==> config.mk <==
export PLATFORM = sky130hd
export DESIGN_NAME = mem_port_arbiter_flat
export DESIGN_NICKNAME = d
export VERILOG_FILES = /design/src/rtl/mem_port_arbiter_if.sv /design/src/rtl/mem_port_arbiter.sv /design/src/flat_wrapper.sv
export SDC_FILE = /design/constraint.sdc
export NUM_CORES = 1
export LEC_CHECK = 0
export CAP_MARGIN = 20
export CORE_UTILIZATION = 35
export DETAILED_ROUTE_END_ITERATION = 12
export GPL_ROUTABILITY_DRIVEN = 0
export MAX_ROUTING_LAYER = met4
export PLACE_DENSITY = 0.71
export SYNTH_ARGS = -nofsm -noshare
export SYNTH_HDL_FRONTEND = slang
export SYNTH_SLANG_ARGS = --single-unit
==> constraint.sdc <==
create_clock -name clk -period 2.2 [get_ports clk]
set_input_delay 0.55 -clock clk [delete_from_list [all_inputs] [get_ports clk]]
set_output_delay 0.55 -clock clk [all_outputs]
set_load 0.05 [all_outputs]
==> src/rtl/mem_port_arbiter_if.sv <==
// Bundle of the fetch port, data port and memory-side signals shared by the
// unified-memory arbiter and its surroundings.
interface mem_port_arbiter_if;
    logic        if_req;
    logic [31:0] if_addr;
    logic        if_kill;
    logic [31:0] if_rdata;
    logic        if_ack;
    logic        dm_req;
    logic        dm_we;
    logic [31:0] dm_addr;
    logic [31:0] dm_wdata;
    logic [31:0] dm_rdata;
    logic        dm_ack;
    logic        mem_cs;
    logic        mem_we;
    logic [31:0] mem_addr;
    logic [31:0] mem_wdata;
    logic [31:0] mem_rdata;
    logic [15:0] conflict_cnt;

    modport slave (
        input  if_req, if_addr, if_kill, dm_req, dm_we, dm_addr, dm_wdata, mem_rdata,
        output if_rdata, if_ack, dm_rdata, dm_ack, mem_cs, mem_we, mem_addr, mem_wdata,
               conflict_cnt
    );

    modport master (
        output if_req, if_addr, if_kill, dm_req, dm_we, dm_addr, dm_wdata, mem_rdata,
        input  if_rdata, if_ack, dm_rdata, dm_ack, mem_cs, mem_we, mem_addr, mem_wdata,
               conflict_cnt
    );
endinterface

==> src/rtl/mem_port_arbiter.sv <==
// Arbitrates the DLX fetch and data ports onto one multi-cycle unified memory,
// data port first, and counts fetch cycles lost to data-port contention.
module mem_port_arbiter #(
    parameter int unsigned LATENCY = 2
) (
    input logic              clk,
    input logic              rst_n,
    mem_port_arbiter_if.slave bus
);
    typedef enum logic [1:0] {
        IDLE,
        IF_ACC,
        DM_ACC
    } state_t;

    localparam logic [2:0] LAST = 3'(LATENCY - 1);

    state_t     state;
    logic [2:0] cnt;
    logic       if_eff;
    logic       dm_eff;
    logic       conflict;

    // A requester is masked during its own ack cycle so it is not re-granted.
    assign if_eff   = bus.if_req & ~bus.if_ack & ~bus.if_kill;
    assign dm_eff   = bus.dm_req & ~bus.dm_ack;
    assign conflict = bus.if_req & ~bus.if_kill & ~bus.if_ack &
                      ((state == DM_ACC) | ((state == IDLE) & dm_eff));

    always_ff @(posedge clk or negedge rst_n) begin
        if (!rst_n) begin
            state            <= IDLE;
            cnt              <= '0;
            bus.mem_cs       <= 1'b0;
            bus.mem_we       <= 1'b0;
            bus.mem_addr     <= '0;
            bus.mem_wdata    <= '0;
            bus.if_ack       <= 1'b0;
            bus.dm_ack       <= 1'b0;
            bus.if_rdata     <= '0;
            bus.dm_rdata     <= '0;
            bus.conflict_cnt <= '0;
        end else begin
            bus.if_ack <= 1'b0;
            bus.dm_ack <= 1'b0;
            if (conflict && bus.conflict_cnt != '1) begin
                bus.conflict_cnt <= bus.conflict_cnt + 16'd1;
            end
            case (state)
                IDLE: begin
                    if (dm_eff) begin
                        state         <= DM_ACC;
                        bus.mem_cs    <= 1'b1;
                        bus.mem_we    <= bus.dm_we;
                        bus.mem_addr  <= bus.dm_addr;
                        bus.mem_wdata <= bus.dm_wdata;
                        cnt           <= '0;
                    end else if (if_eff) begin
                        state        <= IF_ACC;
                        bus.mem_cs   <= 1'b1;
                        bus.mem_we   <= 1'b0;
                        bus.mem_addr <= bus.if_addr;
                        cnt          <= '0;
                    end
                end
                IF_ACC: begin
                    // A kill on the completion edge still wins: no capture, no ack.
                    if (bus.if_kill) begin
                        state      <= IDLE;
                        bus.mem_cs <= 1'b0;
                        bus.mem_we <= 1'b0;
                        cnt        <= '0;
                    end else if (cnt == LAST) begin
                        state        <= IDLE;
                        bus.mem_cs   <= 1'b0;
                        bus.mem_we   <= 1'b0;
                        bus.if_rdata <= bus.mem_rdata;
                        bus.if_ack   <= 1'b1;
                        cnt          <= '0;
                    end else begin
                        cnt <= cnt + 3'd1;
                    end
                end
                DM_ACC: begin
                    if (cnt == LAST) begin
                        state      <= IDLE;
                        bus.mem_cs <= 1'b0;
                        bus.mem_we <= 1'b0;
                        bus.dm_ack <= 1'b1;
                        cnt        <= '0;
                        if (!bus.mem_we) begin
                            bus.dm_rdata <= bus.mem_rdata;
                        end
                    end else begin
                        cnt <= cnt + 3'd1;
                    end
                end
                default: begin
                    state      <= IDLE;
                    bus.mem_cs <= 1'b0;
                    bus.mem_we <= 1'b0;
                    cnt        <= '0;
                end
            endcase
        end
    end
endmodule
==> src/flat_wrapper.sv <==
// flat-port wrapper written by rule: the top's interface ports become plain ports
module mem_port_arbiter_flat 
#(
    parameter int unsigned LATENCY = 2
)
  (clk, rst_n, bus_if_req, bus_if_addr, bus_if_kill, bus_dm_req, bus_dm_we, bus_dm_addr, bus_dm_wdata, bus_mem_rdata, bus_if_rdata, bus_if_ack, bus_dm_rdata, bus_dm_ack, bus_mem_cs, bus_mem_we, bus_mem_addr, bus_mem_wdata, bus_conflict_cnt);
  mem_port_arbiter_if bus_i ();
  input logic clk;
  input logic rst_n;
  input wire logic [$bits(bus_i.if_req)-1:0] bus_if_req;
  input wire logic [$bits(bus_i.if_addr)-1:0] bus_if_addr;
  input wire logic [$bits(bus_i.if_kill)-1:0] bus_if_kill;
  input wire logic [$bits(bus_i.dm_req)-1:0] bus_dm_req;
  input wire logic [$bits(bus_i.dm_we)-1:0] bus_dm_we;
  input wire logic [$bits(bus_i.dm_addr)-1:0] bus_dm_addr;
  input wire logic [$bits(bus_i.dm_wdata)-1:0] bus_dm_wdata;
  input wire logic [$bits(bus_i.mem_rdata)-1:0] bus_mem_rdata;
  output wire logic [$bits(bus_i.if_rdata)-1:0] bus_if_rdata;
  output wire logic [$bits(bus_i.if_ack)-1:0] bus_if_ack;
  output wire logic [$bits(bus_i.dm_rdata)-1:0] bus_dm_rdata;
  output wire logic [$bits(bus_i.dm_ack)-1:0] bus_dm_ack;
  output wire logic [$bits(bus_i.mem_cs)-1:0] bus_mem_cs;
  output wire logic [$bits(bus_i.mem_we)-1:0] bus_mem_we;
  output wire logic [$bits(bus_i.mem_addr)-1:0] bus_mem_addr;
  output wire logic [$bits(bus_i.mem_wdata)-1:0] bus_mem_wdata;
  output wire logic [$bits(bus_i.conflict_cnt)-1:0] bus_conflict_cnt;
  assign bus_i.if_req = bus_if_req;
  assign bus_i.if_addr = bus_if_addr;
  assign bus_i.if_kill = bus_if_kill;
  assign bus_i.dm_req = bus_dm_req;
  assign bus_i.dm_we = bus_dm_we;
  assign bus_i.dm_addr = bus_dm_addr;
  assign bus_i.dm_wdata = bus_dm_wdata;
  assign bus_i.mem_rdata = bus_mem_rdata;
  assign bus_if_rdata = bus_i.if_rdata;
  assign bus_if_ack = bus_i.if_ack;
  assign bus_dm_rdata = bus_i.dm_rdata;
  assign bus_dm_ack = bus_i.dm_ack;
  assign bus_mem_cs = bus_i.mem_cs;
  assign bus_mem_we = bus_i.mem_we;
  assign bus_mem_addr = bus_i.mem_addr;
  assign bus_mem_wdata = bus_i.mem_wdata;
  assign bus_conflict_cnt = bus_i.conflict_cnt;
  mem_port_arbiter #(.LATENCY(LATENCY)) u_core (.clk(clk), .rst_n(rst_n), .bus(bus_i));
endmodule
* Word level (Yosys, flattened, before mapping)
Index checks and enable logic that the tools add are counted.
** Storage, ports and cells
- Register bits after elaboration :: 153
- Latch bits :: 0
- Bits in writable memories :: 0
- Memory bits (read-only) :: 0
- Input port bits :: 134
- Logic and storage cells :: 63
- Memories kept :: 0
** Cells by class
- Add/subtract/negate cells :: 2
- $mul :: 0
- Divide/modulo/power cells :: 0
- Magnitude comparators :: 0
- Equal/unequal tests :: 5
- Shift operators :: 0
- Mux-type cells :: 26
- Bitwise logic cells :: 12
- Reduce and logical (&&, ||, !) cells :: 7
** Operators with widths (number)
- $mux 32 :: 2
- $add 16x1->16 const B :: 1
- $ne 16x16->1 const B :: 1
- $mux 1 :: 12
- $mux 3 :: 4
- $pmux 3 s3 :: 1
- $mux 2 :: 4
- $and 1x1->1 :: 7
- $pmux 1 s3 :: 2
- $pmux 2 s3 :: 1
- $reduce_and 3->1 :: 2
- $not 1->1 :: 4
- $reduce_and 2->1 :: 2
- $add 3x1->3 const B :: 1
- $eq 3x1->1 const B :: 1
- $ne 3x1->1 const B :: 1
- $eq 2x1->1 const B :: 1
- $eq 2x2->1 const B :: 1
- $logic_not 2->1 :: 1
- $reduce_bool 2->1 :: 1
- $logic_and 1x1->1 :: 1
- $or 1x1->1 :: 1

* Logic depth before layout (Yosys ltp)
Gate-level depths: netlist (run 1).
- Word-level depth :: 6
- Mapped depth :: 8
- Gate-level depth less buffers :: 6

* Worst setup path before layout (run 1)
OpenSTA, ideal clock, no wires.
- Path type :: register -> register
- Start point :: reg u_core.bus.conflict_cnt[0] in the netlist's numbering
- End point :: reg u_core.bus.conflict_cnt[1] in the netlist's numbering
- Setup time :: 125 ps
- Arrival time :: 1858 ps
- Slack :: 217 ps
- Stages on the path, launching flop included :: 6
- Buffers on the path :: 0
- Clock period less this slack :: 1983 ps
- Path through :: dfrtp_1 > ha_1 > nand2_1 > nor3_4 > a21oi_2 > mux2_4
** Between the ends
- Cells in the longest elaborated chain, start to end :: 2
- Elaborated cells on any way between the ends :: 3
- Those cells by class :: add/sub: 1; eq/ne: 1; reduce/logical: 1
** Ends and longest elaborated chain
- start, declared :: RTL line mem_port_arbiter_if.sv:25 : conflict_cnt
- start signal, assigned :: RTL line mem_port_arbiter.sv:47 : bus.conflict_cnt <= bus.conflict_cnt + 16'd1;
- branches (longest 2 deep; another with $add 16x1->16)
Several ways; the timed one is not identified.
A chain may end at the register's enable or synchronous reset.

* Worst setup path after layout (run 1)
- Start point :: reg u_core.bus.dm_rdata[30]
- End point :: out bus_dm_rdata[30]
** RTL lines
- start, declared :: RTL line mem_port_arbiter_if.sv:24 : output if_rdata, if_ack, dm_rdata, dm_ack, mem_cs, mem_we, mem_addr, mem_wdata,
- start signal, assigned :: RTL line mem_port_arbiter.sv:92 : bus.dm_rdata <= bus.mem_rdata;
- end, declared :: RTL line flat_wrapper.sv:20 : output wire logic [$bits(bus_i.dm_rdata)-1:0] bus_dm_rdata;
No word-level cell between the ends.

==> results of run 1 <==
## kinds of logic (layout without fill, tap and decap cells)
kind of cell               count (synthesis)  in the layout  share of synthesized area, %
adders and majority gates                  5              5                        0.9692
AOI/OAI and AO/OA                         53             53                         5.466
and+or+nand+nor                           80             80                         7.211
xor gates and xnor gates                  14             14                         1.900
buffers and inverters                     31            332                         2.849
other                                      0              1                             0
muxes                                    131            131                         22.29
DFF                                      153            153                         59.31
## stage by stage
stage / utilization (%) / hold slack (ns) / setup slack (ns) / area, um^2 / instances
2_1_floorplan: - / 0.2544 / 0.2171 / 6455 / 467
3_3_place_gp: 53.05 / 0.4182 / 0.04550 / 9563 / 965
3_5_place_dp: 53.05 / 0.4253 / 0.007002 / 9563 / 965
4_1_cts: 56.14 / 0.4834 / 0.01129 / 10120 / 997
5_1_grt: 56.30 / 0.5008 / 0.001506 / 10150 / 998
6_report: 56.30 / 0.4819 / 0.04991 / 10150 / 998
## registers in the layout, summed over array words and instances, names as in the netlist, 2 cells and up
register / flops
u_core.bus.dm_rdata: 32
u_core.bus.if_rdata: 32
u_core.bus.mem_addr: 32
u_core.bus.mem_wdata: 32
u_core.bus.conflict_cnt: 16
u_core.cnt: 3
u_core.state: 2
## cell usage after synthesis, drive strengths merged (2+ instances only)
cell      n
dfrtp   153
nand4     4
o21ai    37
mux2     99
nand3     3
a32o      3
buf      21
inv       7
nor3      8
or3       2
mux2i    32
ha        5
nor2      5
clkbuf    3
nand2    42
nor2b     4
nor3b     2
a211oi    4
a21oi     2
xor2     14
and2      3
## where the power goes
part | switching, uW | total, uW | internal [uW]
Sequential | 608 | 4510 | 3900
Clock | 1200 | 2780 | 1580
Combinational | 5300 | 8200 | 2900
Total | 7110 | 15500 | 8380
## metal layers
metal	track usage (%)	wire, um	vias up
met5	-	0	-
met4	7.246	395	0
met3	5.188	1404	31
met2	31.80	8544	191
met1	18.20	6230	2289
li1	-	-	2230
## worst max path at each step
stage	cells after the start	slack (ns)	end
after floorplan	5	0.22	u_core.bus.conflict_cnt[1]
after detailed placement	5	0.007	u_core.state[1]
after CTS	1	0.01	bus_mem_wdata[29]
final	1	0.05	bus_dm_rdata[30]
after global placement	5	0.05	u_core.bus.conflict_cnt[12]
after global routing	1	0.002	bus_dm_rdata[25]
## layout make-up
cell class / count / area (um^2)
antenna: 1 / 2.502
clock buffer: 17 / 425.4
clock inverter: 14 / 135.1
fill: 1492 / 7878
inverter: 7 / 26.28
multi-input combinational: 283 / 2457
sequential: 153 / 3829
tap: 229 / 286.5
timing repair buffer: 294 / 2985
## what timing repair did
| item | 4_1_cts | 5_1_grt |
|---|---|---|
| endpoints found under the setup margin | 11 | 10 |
| pin swaps | 0 | 0 |
| hold buffers | 1 | 0 |
| hold endpoints to repair | 21 | 0 |
| gates resized for setup | 11 | 10 |
==> results_dict.tcl, run 1 <==
set metrics [dict create \
    finalSetupViolations 0 \
    grt_pass1_vias 4976 \
    tritoncts "built" \
    wl_mm 16.57 \
    power_density_nw_per_um2 1527 \
    synth_cells 467 \
    ios 282 \
    area_delta_synth_final_pct 57.20 \
    firstDrtPassIters 4 \
    die_area_um2 18990 \
    clock-root-buffer "clkbuf_16" \
    wl_per_cell_um 16.61 \
    synth_area_um2 6455 \
    whs_endpoint "u_core.bus.dm_rdata[8]" \
    worstHoldStart "u_core.bus.dm_rdata[8]" \
    p_leak_uw 0.004691 \
    port_buffers 281 \
    layout_common_cells "clkdlybuf4s50_1 (248), dfrtp_1 (153), mux2_2 (67)" \
    min_period_ns 2.150 \
    finalCritPeriodShare_pct 97.73 \
    peakVddDrop_mv 1.208 \
    cp_max_fo 2 \
    slowest_stage "clkdlybuf4s50_1" \
    synth.largest_area_cell "dfrtp_1" \
    nets 895 \
    die_x_um 137.8 \
    final_common_cell "clkdlybuf4s50_1" \
    critPathKind "flop to output pin" \
    clock.fmax_mhz 465.1 \
    dp_hpwl_mm 12.42 \
    cp_cell_sequence "clkdlybuf4s50_1" \
    arrival_ns 1.60 \
    drt_iter0_markers 134 \
    r2r_end "u_core.bus.conflict_cnt[12]" \
    clk_path_buf_depth 2 \
    timing.rr.start "u_core.bus.conflict_cnt[2]" \
    ys_warn_count 0 \
    startpoint "u_core.bus.dm_rdata[30]" \
    avgSynthCellArea_um2 13.82 \
    core_area_um2 18020 \
    remaining_drc_errors 0 \
    grt_max_degree 68 \
    grt_pass1_wl_mm 24.83 \
    maxSlewViolCount 0 \
    num_rows 49 \
    cp-start-kind "flop" \
    rsz0062_at_grt "no" \
    r2r_slack_ns 0.33 \
    max_cap_viol_count 0 \
    clkTransAtPathRegs_ns 0.06 \
    vias_per_cell 4.751 \
    outcome "completed" \
    cts_setup_buffers 0 \
    antenna_found_initial 1 \
    critPathRequiredTime_ns 1.65 \
    insertion_delay_ns 0.42 \
    synth_cell_types 49 \
    globalRouteTotalUtil_pct 17.80 \
    initial_core_util_pct 35.81 \
    async_flop_share_pct 100.0 \
    synth_seq_cells 153 \
    cts_htree_levels 4 \
    yosysSeqAreaShare_pct 59.31 \
    numCtsBuffers 17 \
    finalSetupTns_ns 0 \
    antenna_left 0 \
    syn_nets 606 \
    max_stage_delay_ns 0.83 \
    drive_gt1_share_pct 18.23 \
    hp-class "flop to flop" \
    cts_sinks 153 \
    die_h_um 137.8 \
    synth_edf_count 0 \
    finalHoldViolCount 0 \
    p_total_uw 15490 \
    dr_total_vias 4741 \
    netlist.area_leader.share_pct 59.31 \
    min_path_cells 1 \
    synth_area_leaders "dfrtp_1 (59%), mux2_2 (12%), mux2_1 (5.4%), mux2i_1 (5.0%), o21ai_0 (2.8%)" \
    crit_buf_inv 1 \
    synth_ff_type "dfrtp_1" \
    skew_ns 0.01241 \
    slew_headroom_pct 61.92 \
    tightestPinTransition_ns 0.5703 \
    cp-end-kind "output pin" \
    grt-ovfl-total 0 \
    crit_family "buffers and inverters" \
    reg2reg_depth 4 \
]
No activity file was read; power rests on OpenSTA's default activity.
==> run 2, diff against run 1 <==
- MAX_ROUTING_LAYER: met4 -> unset
==> run 2 against run 1 <==
Net effect:
- sequential power about the same
- core utilization hardly changed
- sequential share of layout area is essentially flat
- total power about the same
- count of clock-buffer cells in the layout did not move
- via count is 0.36% lower
- sequential cell count did not move
- routed wire length is 0.13% lower
- register-to-register slack barely moved
- critical endpoint unchanged
- largest cell class unchanged
==> results_dict.tcl, run 2 (synthesized netlist as in run 1, its figures left out) <==
set metrics [dict create \
    max_cap_viol_count 0 \
    cp_max_fo 2 \
    tritoncts "built" \
    dr_total_vias 4724 \
    grt_pass1_vias 4976 \
    p_leak_uw 0.004736 \
    cp-start-kind "flop" \
    clock-root-buffer "clkbuf_16" \
    insertion_delay_ns 0.41 \
    grt_max_degree 68 \
    critPathKind "flop to output pin" \
    finalCritPeriodShare_pct 97.72 \
    initial_core_util_pct 35.81 \
    antenna_left 0 \
    cp-end-kind "output pin" \
    final_common_cell "clkdlybuf4s50_1" \
    port_buffers 281 \
    die_h_um 137.8 \
    drt_iter0_markers 163 \
    dp_cells 965 \
    critPathRequiredTime_ns 1.65 \
    die_x_um 137.8 \
    wl_per_cell_um 16.60 \
    core_area_um2 18020 \
    vias_per_cell 4.738 \
    power_density_nw_per_um2 1526 \
    cp_cell_sequence "clkdlybuf4s50_1" \
    grt_pass1_wl_mm 24.84 \
    hp-class "flop to flop" \
    dr_wl_met3_mm 1.527 \
    firstDrtPassIters 4 \
    grt-ovfl-total 0 \
    rsz0062_at_grt "no" \
    slowest_stage "clkdlybuf4s50_1" \
    dp_hpwl_mm 12.42 \
    globalRouteTotalUtil_pct 17.28 \
    peakVddDrop_mv 1.208 \
    crit_family "buffers and inverters" \
    min_period_ns 2.150 \
    slew_headroom_pct 61.96 \
    clock.fmax_mhz 465.1 \
    clk_path_buf_depth 2 \
    finalHoldViolCount 0 \
    layout_common_cells "clkdlybuf4s50_1 (245), dfrtp_1 (153), mux2_2 (67)" \
    antenna_found_initial 1 \
    skew_ns 0.005949 \
    ios 282 \
    nets 895 \
    fin_cells 997 \
    highest-signal-layer "met4" \
    num_rows 49 \
    maxSlewViolCount 0 \
    finalSetupViolations 0 \
    numCtsBuffers 17 \
    drive_gt1_share_pct 18.23 \
    wl_mm 16.55 \
    crit_buf_inv 1 \
    r2r_slack_ns 0.33 \
    remaining_drc_errors 0 \
    wirelength_met1_mm 6.119 \
    tightestPinTransition_ns 0.5697 \
    area_delta_synth_final_pct 57.28 \
    max_stage_delay_ns 0.83 \
    outcome "completed" \
    cts_sinks 153 \
    finalSetupTns_ns 0 \
    die_area_um2 18990 \
    arrival_ns 1.60 \
    fillCellCount 1491 \
    cts_htree_levels 4 \
    dr_wl_met2_mm 8.551 \
    antenna_cells 0 \
    clkTransAtPathRegs_ns 0.06 \
]
-- run 2: layout make-up --
class                   count  area [um^2]  area share, %
clock buffers              17        425.4          4.190
repair buffers            294         2993          29.48
clock inverters            14        135.1          1.331
well taps                 229        286.5          2.822
flip-flops and latches    153         3829          37.71
inverters                   7        26.28         0.2588
multi-input cells         283         2457          24.21
-- run 2: where the power goes --
group,total [uW],internal [uW],switching [uW]
sequential,4510,3900,607
clock,2780,1580,1200
combinational,8200,2900,5300
-- run 2: what timing repair did --
action                     4_1_cts  5_1_grt
hold buffers                     1        0
gates resized for setup         11       13
setup endpoints to repair       11       13
hold endpoints to repair        21        0
buffers inserted                 0        0
-- run 2: through the flow --
| step | power [uW] | worst slack, ns | instance area, um^2 | hold WS (ns) | util (%) |
|---|---|---|---|---|---|
| floorplan | 9818 | 0.2171 | 6455 | 0.2544 | - |
| global placement | 12690 | 0.04550 | 9563 | 0.4182 | 53.05 |
| detailed placement | 12860 | 0.007002 | 9563 | 0.4253 | 53.05 |
| CTS | 15680 | 0.01129 | 10120 | 0.4834 | 56.14 |
| global route | 16260 | 0.00001565 | 10150 | 0.5008 | 56.32 |
| finish | 15490 | 0.05011 | 10150 | 0.4819 | 56.32 |
-- run 2: routing by layer --
layer  GRT usage [%]  up-vias
li1                -     2226
met1           17.61     2284
met2           31.83      188
met3           6.439       26
met4           6.522        0
met5               0        -
-- run 2: path summary, 6_finish.rpt --
check / startpoint / to / cells past startpoint
setup / recovery: u_core.bus.dm_rdata[30] / bus_dm_rdata[30] / 1
hold / removal: u_core.bus.dm_rdata[8] / u_core.bus.dm_rdata[8] / 1
setup reg to reg: u_core.state[0] / u_core.bus.dm_rdata[26] / 6
hold reg to reg: u_core.bus.dm_rdata[8] / u_core.bus.dm_rdata[8] / 1
max in group asynchronous: rst_n / u_core.bus.mem_wdata[4] / 3
min in group asynchronous: rst_n / u_core.bus.conflict_cnt[1] / 2
==> run 3, diff against run 2 <==
- REMOVE_ABC_BUFFERS: unset -> 1
- clock period: 2.2 -> 2.4 ns (I/O delays scaled with it)
==> run 3 against run 2 <==
Net effect:
- register-to-register slack improved by 0.15 ns
- sequential cell count unchanged
- global-route usage fell by 0.45 points
- critical path depth stayed put
- routed wire length fell by 2.7%
- clock power barely moved
- via count down 1.3%
- final area grew 0.48%
- largest cell class unchanged
- highest routed layer unchanged
==> results_dict.tcl, run 3 (synthesized netlist as in run 1, its figures left out) <==
set metrics [dict create \
    outcome "completed" \
    cts_htree_levels 4 \
    skew_ns 0.008413 \
    wl_per_cell_um 16.16 \
    min_period_ns 2.328 \
    tightestPinTransition_ns 0.5698 \
    firstDrtPassIters 4 \
    dr_total_vias 4663 \
    wl_mm 16.10 \
    cp_max_fo 6 \
    rsz0062_at_grt "no" \
    initial_core_util_pct 35.81 \
    numCtsBuffers 17 \
    critPathRequiredTime_ns 1.80 \
    clk_path_buf_depth 2 \
    clkTransAtPathRegs_ns 0.07 \
    max_stage_delay_ns 0.85 \
    slew_headroom_pct 61.89 \
    clock-root-buffer "clkbuf_16" \
    insertion_delay_ns 0.42 \
    cts_setup_buffers 0 \
    p_leak_uw 0.004596 \
    remaining_drc_errors 0 \
    core_area_um2 18020 \
    drt_iter0_markers 128 \
    arrival_ns 1.73 \
    reg2reg_depth 6 \
    grt-ovfl-total 0 \
    antenna_cells 0 \
    critPathKind "flop to output pin" \
    drive_gt1_share_pct 16.69 \
    num_rows 49 \
    nets 893 \
    cp-end-kind "output pin" \
    grt_pass1_vias 4886 \
    r2r_slack_ns 0.48 \
    die_area_um2 18990 \
    whs_ns 0.07412 \
    tritoncts "built" \
    clock.fmax_mhz 429.6 \
    final_common_cell "clkdlybuf4s50_1" \
    hold_buffers 0 \
    timing.rr.start "u_core.state[0]" \
    area_delta_synth_final_pct 58.03 \
    ff_latch_area_um2 3829 \
    port_buffers 281 \
    r2r_end "u_core.bus.conflict_cnt[12]" \
    die_h_um 137.8 \
    peakVddDrop_mv 0.8173 \
    post-route-util_pct 56.59 \
    antenna_left 0 \
    crit_family "buffers and inverters" \
    layout_common_cells "clkdlybuf4s50_1 (275), dfrtp_1 (153), mux2_2 (67)" \
    grt_pass1_wl_mm 24.27 \
    finalSetupViolations 0 \
    antenna_found_initial 0 \
    finalHoldViolCount 0 \
    dp_hpwl_mm 11.88 \
    crit_buf_inv 1 \
    finalCritPeriodShare_pct 96.99 \
    power_density_nw_per_um2 1414 \
    ios 282 \
    globalRouteTotalUtil_pct 16.83 \
    cts_sinks 153 \
    dp_worst_setup_slack_ns 0.02011 \
    max_cap_viol_count 0 \
    maxSlewViolCount 0 \
    die_x_um 137.8 \
    cp_cell_sequence "clkdlybuf4s50_1" \
    cp-start-kind "flop" \
    fillCellCount 1470 \
    grt_max_degree 54 \
    hp-class "input pin to async pin" \
    multi_input_area_um2 2456 \
    slowest_stage "clkdlybuf4s50_1" \
    vias_per_cell 4.682 \
    setup_slack_ns 0.07215 \
]
-- run 3: worst max path at each step --
stage / from / endpoint / slack, ns / cells past startpoint
4_1_cts: u_core.bus.conflict_cnt[8] / bus_conflict_cnt[8] / 0.009 / 1
6_report: u_core.bus.conflict_cnt[12] / bus_conflict_cnt[12] / 0.07 / 1
5_1_grt: u_core.bus.conflict_cnt[12] / bus_conflict_cnt[12] / 0.007 / 1
3_3_place_gp: bus_dm_req / u_core.bus.mem_addr[8] / -0.21 / 4
3_5_place_dp: bus_if_kill / u_core.bus.conflict_cnt[12] / 0.02 / 6
2_1_floorplan: u_core.bus.dm_ack / u_core.bus.mem_addr[0] / -1.94 / 3
-- run 3: power breakdown --
part	total [uW]	switching, uW	internal [uW]
clock	2750	1170	1580
combinational	7530	4840	2690
sequential	4150	571	3580
-- run 3: repair_timing --
item	4_1_cts	5_1_grt
endpoints found under the hold margin	0	0
resized for setup	0	5
endpoints found under the setup margin	0	5
-- run 3: per-stage QoR --
step / std cells / area, um^2 / power (uW) / setup TNS (ns)
global route: 996 / 10200 / 15090 / 0
CTS: 996 / 10190 / 14580 / 0
detailed placement: 964 / 9582 / 11790 / 0
finish: 996 / 10200 / 14430 / 0
floorplan: 443 / 6297 / 8944 / -64.05
global placement: 963 / 9562 / 11580 / -6.258
-- run 3: layout make-up --
type	instances	area share [%]
inverter	7	0.2576
tap	229	2.809
multi-input combinational	283	24.08
clock inverter	15	1.778
sequential	153	37.53
clock buffer	17	4.170
timing repair buffer	292	29.38
-- run 3: layer usage --
layer / vias to the layer above / wire length (um) / track usage (%)
met2: 154 / 8415 / 29.76
met3: 22 / 1073 / 5.519
li1: 2225 / - / -
met4: 0 / 320 / 6.522
met5: - / 0 / 0
met1: 2262 / 6290 / 18.60
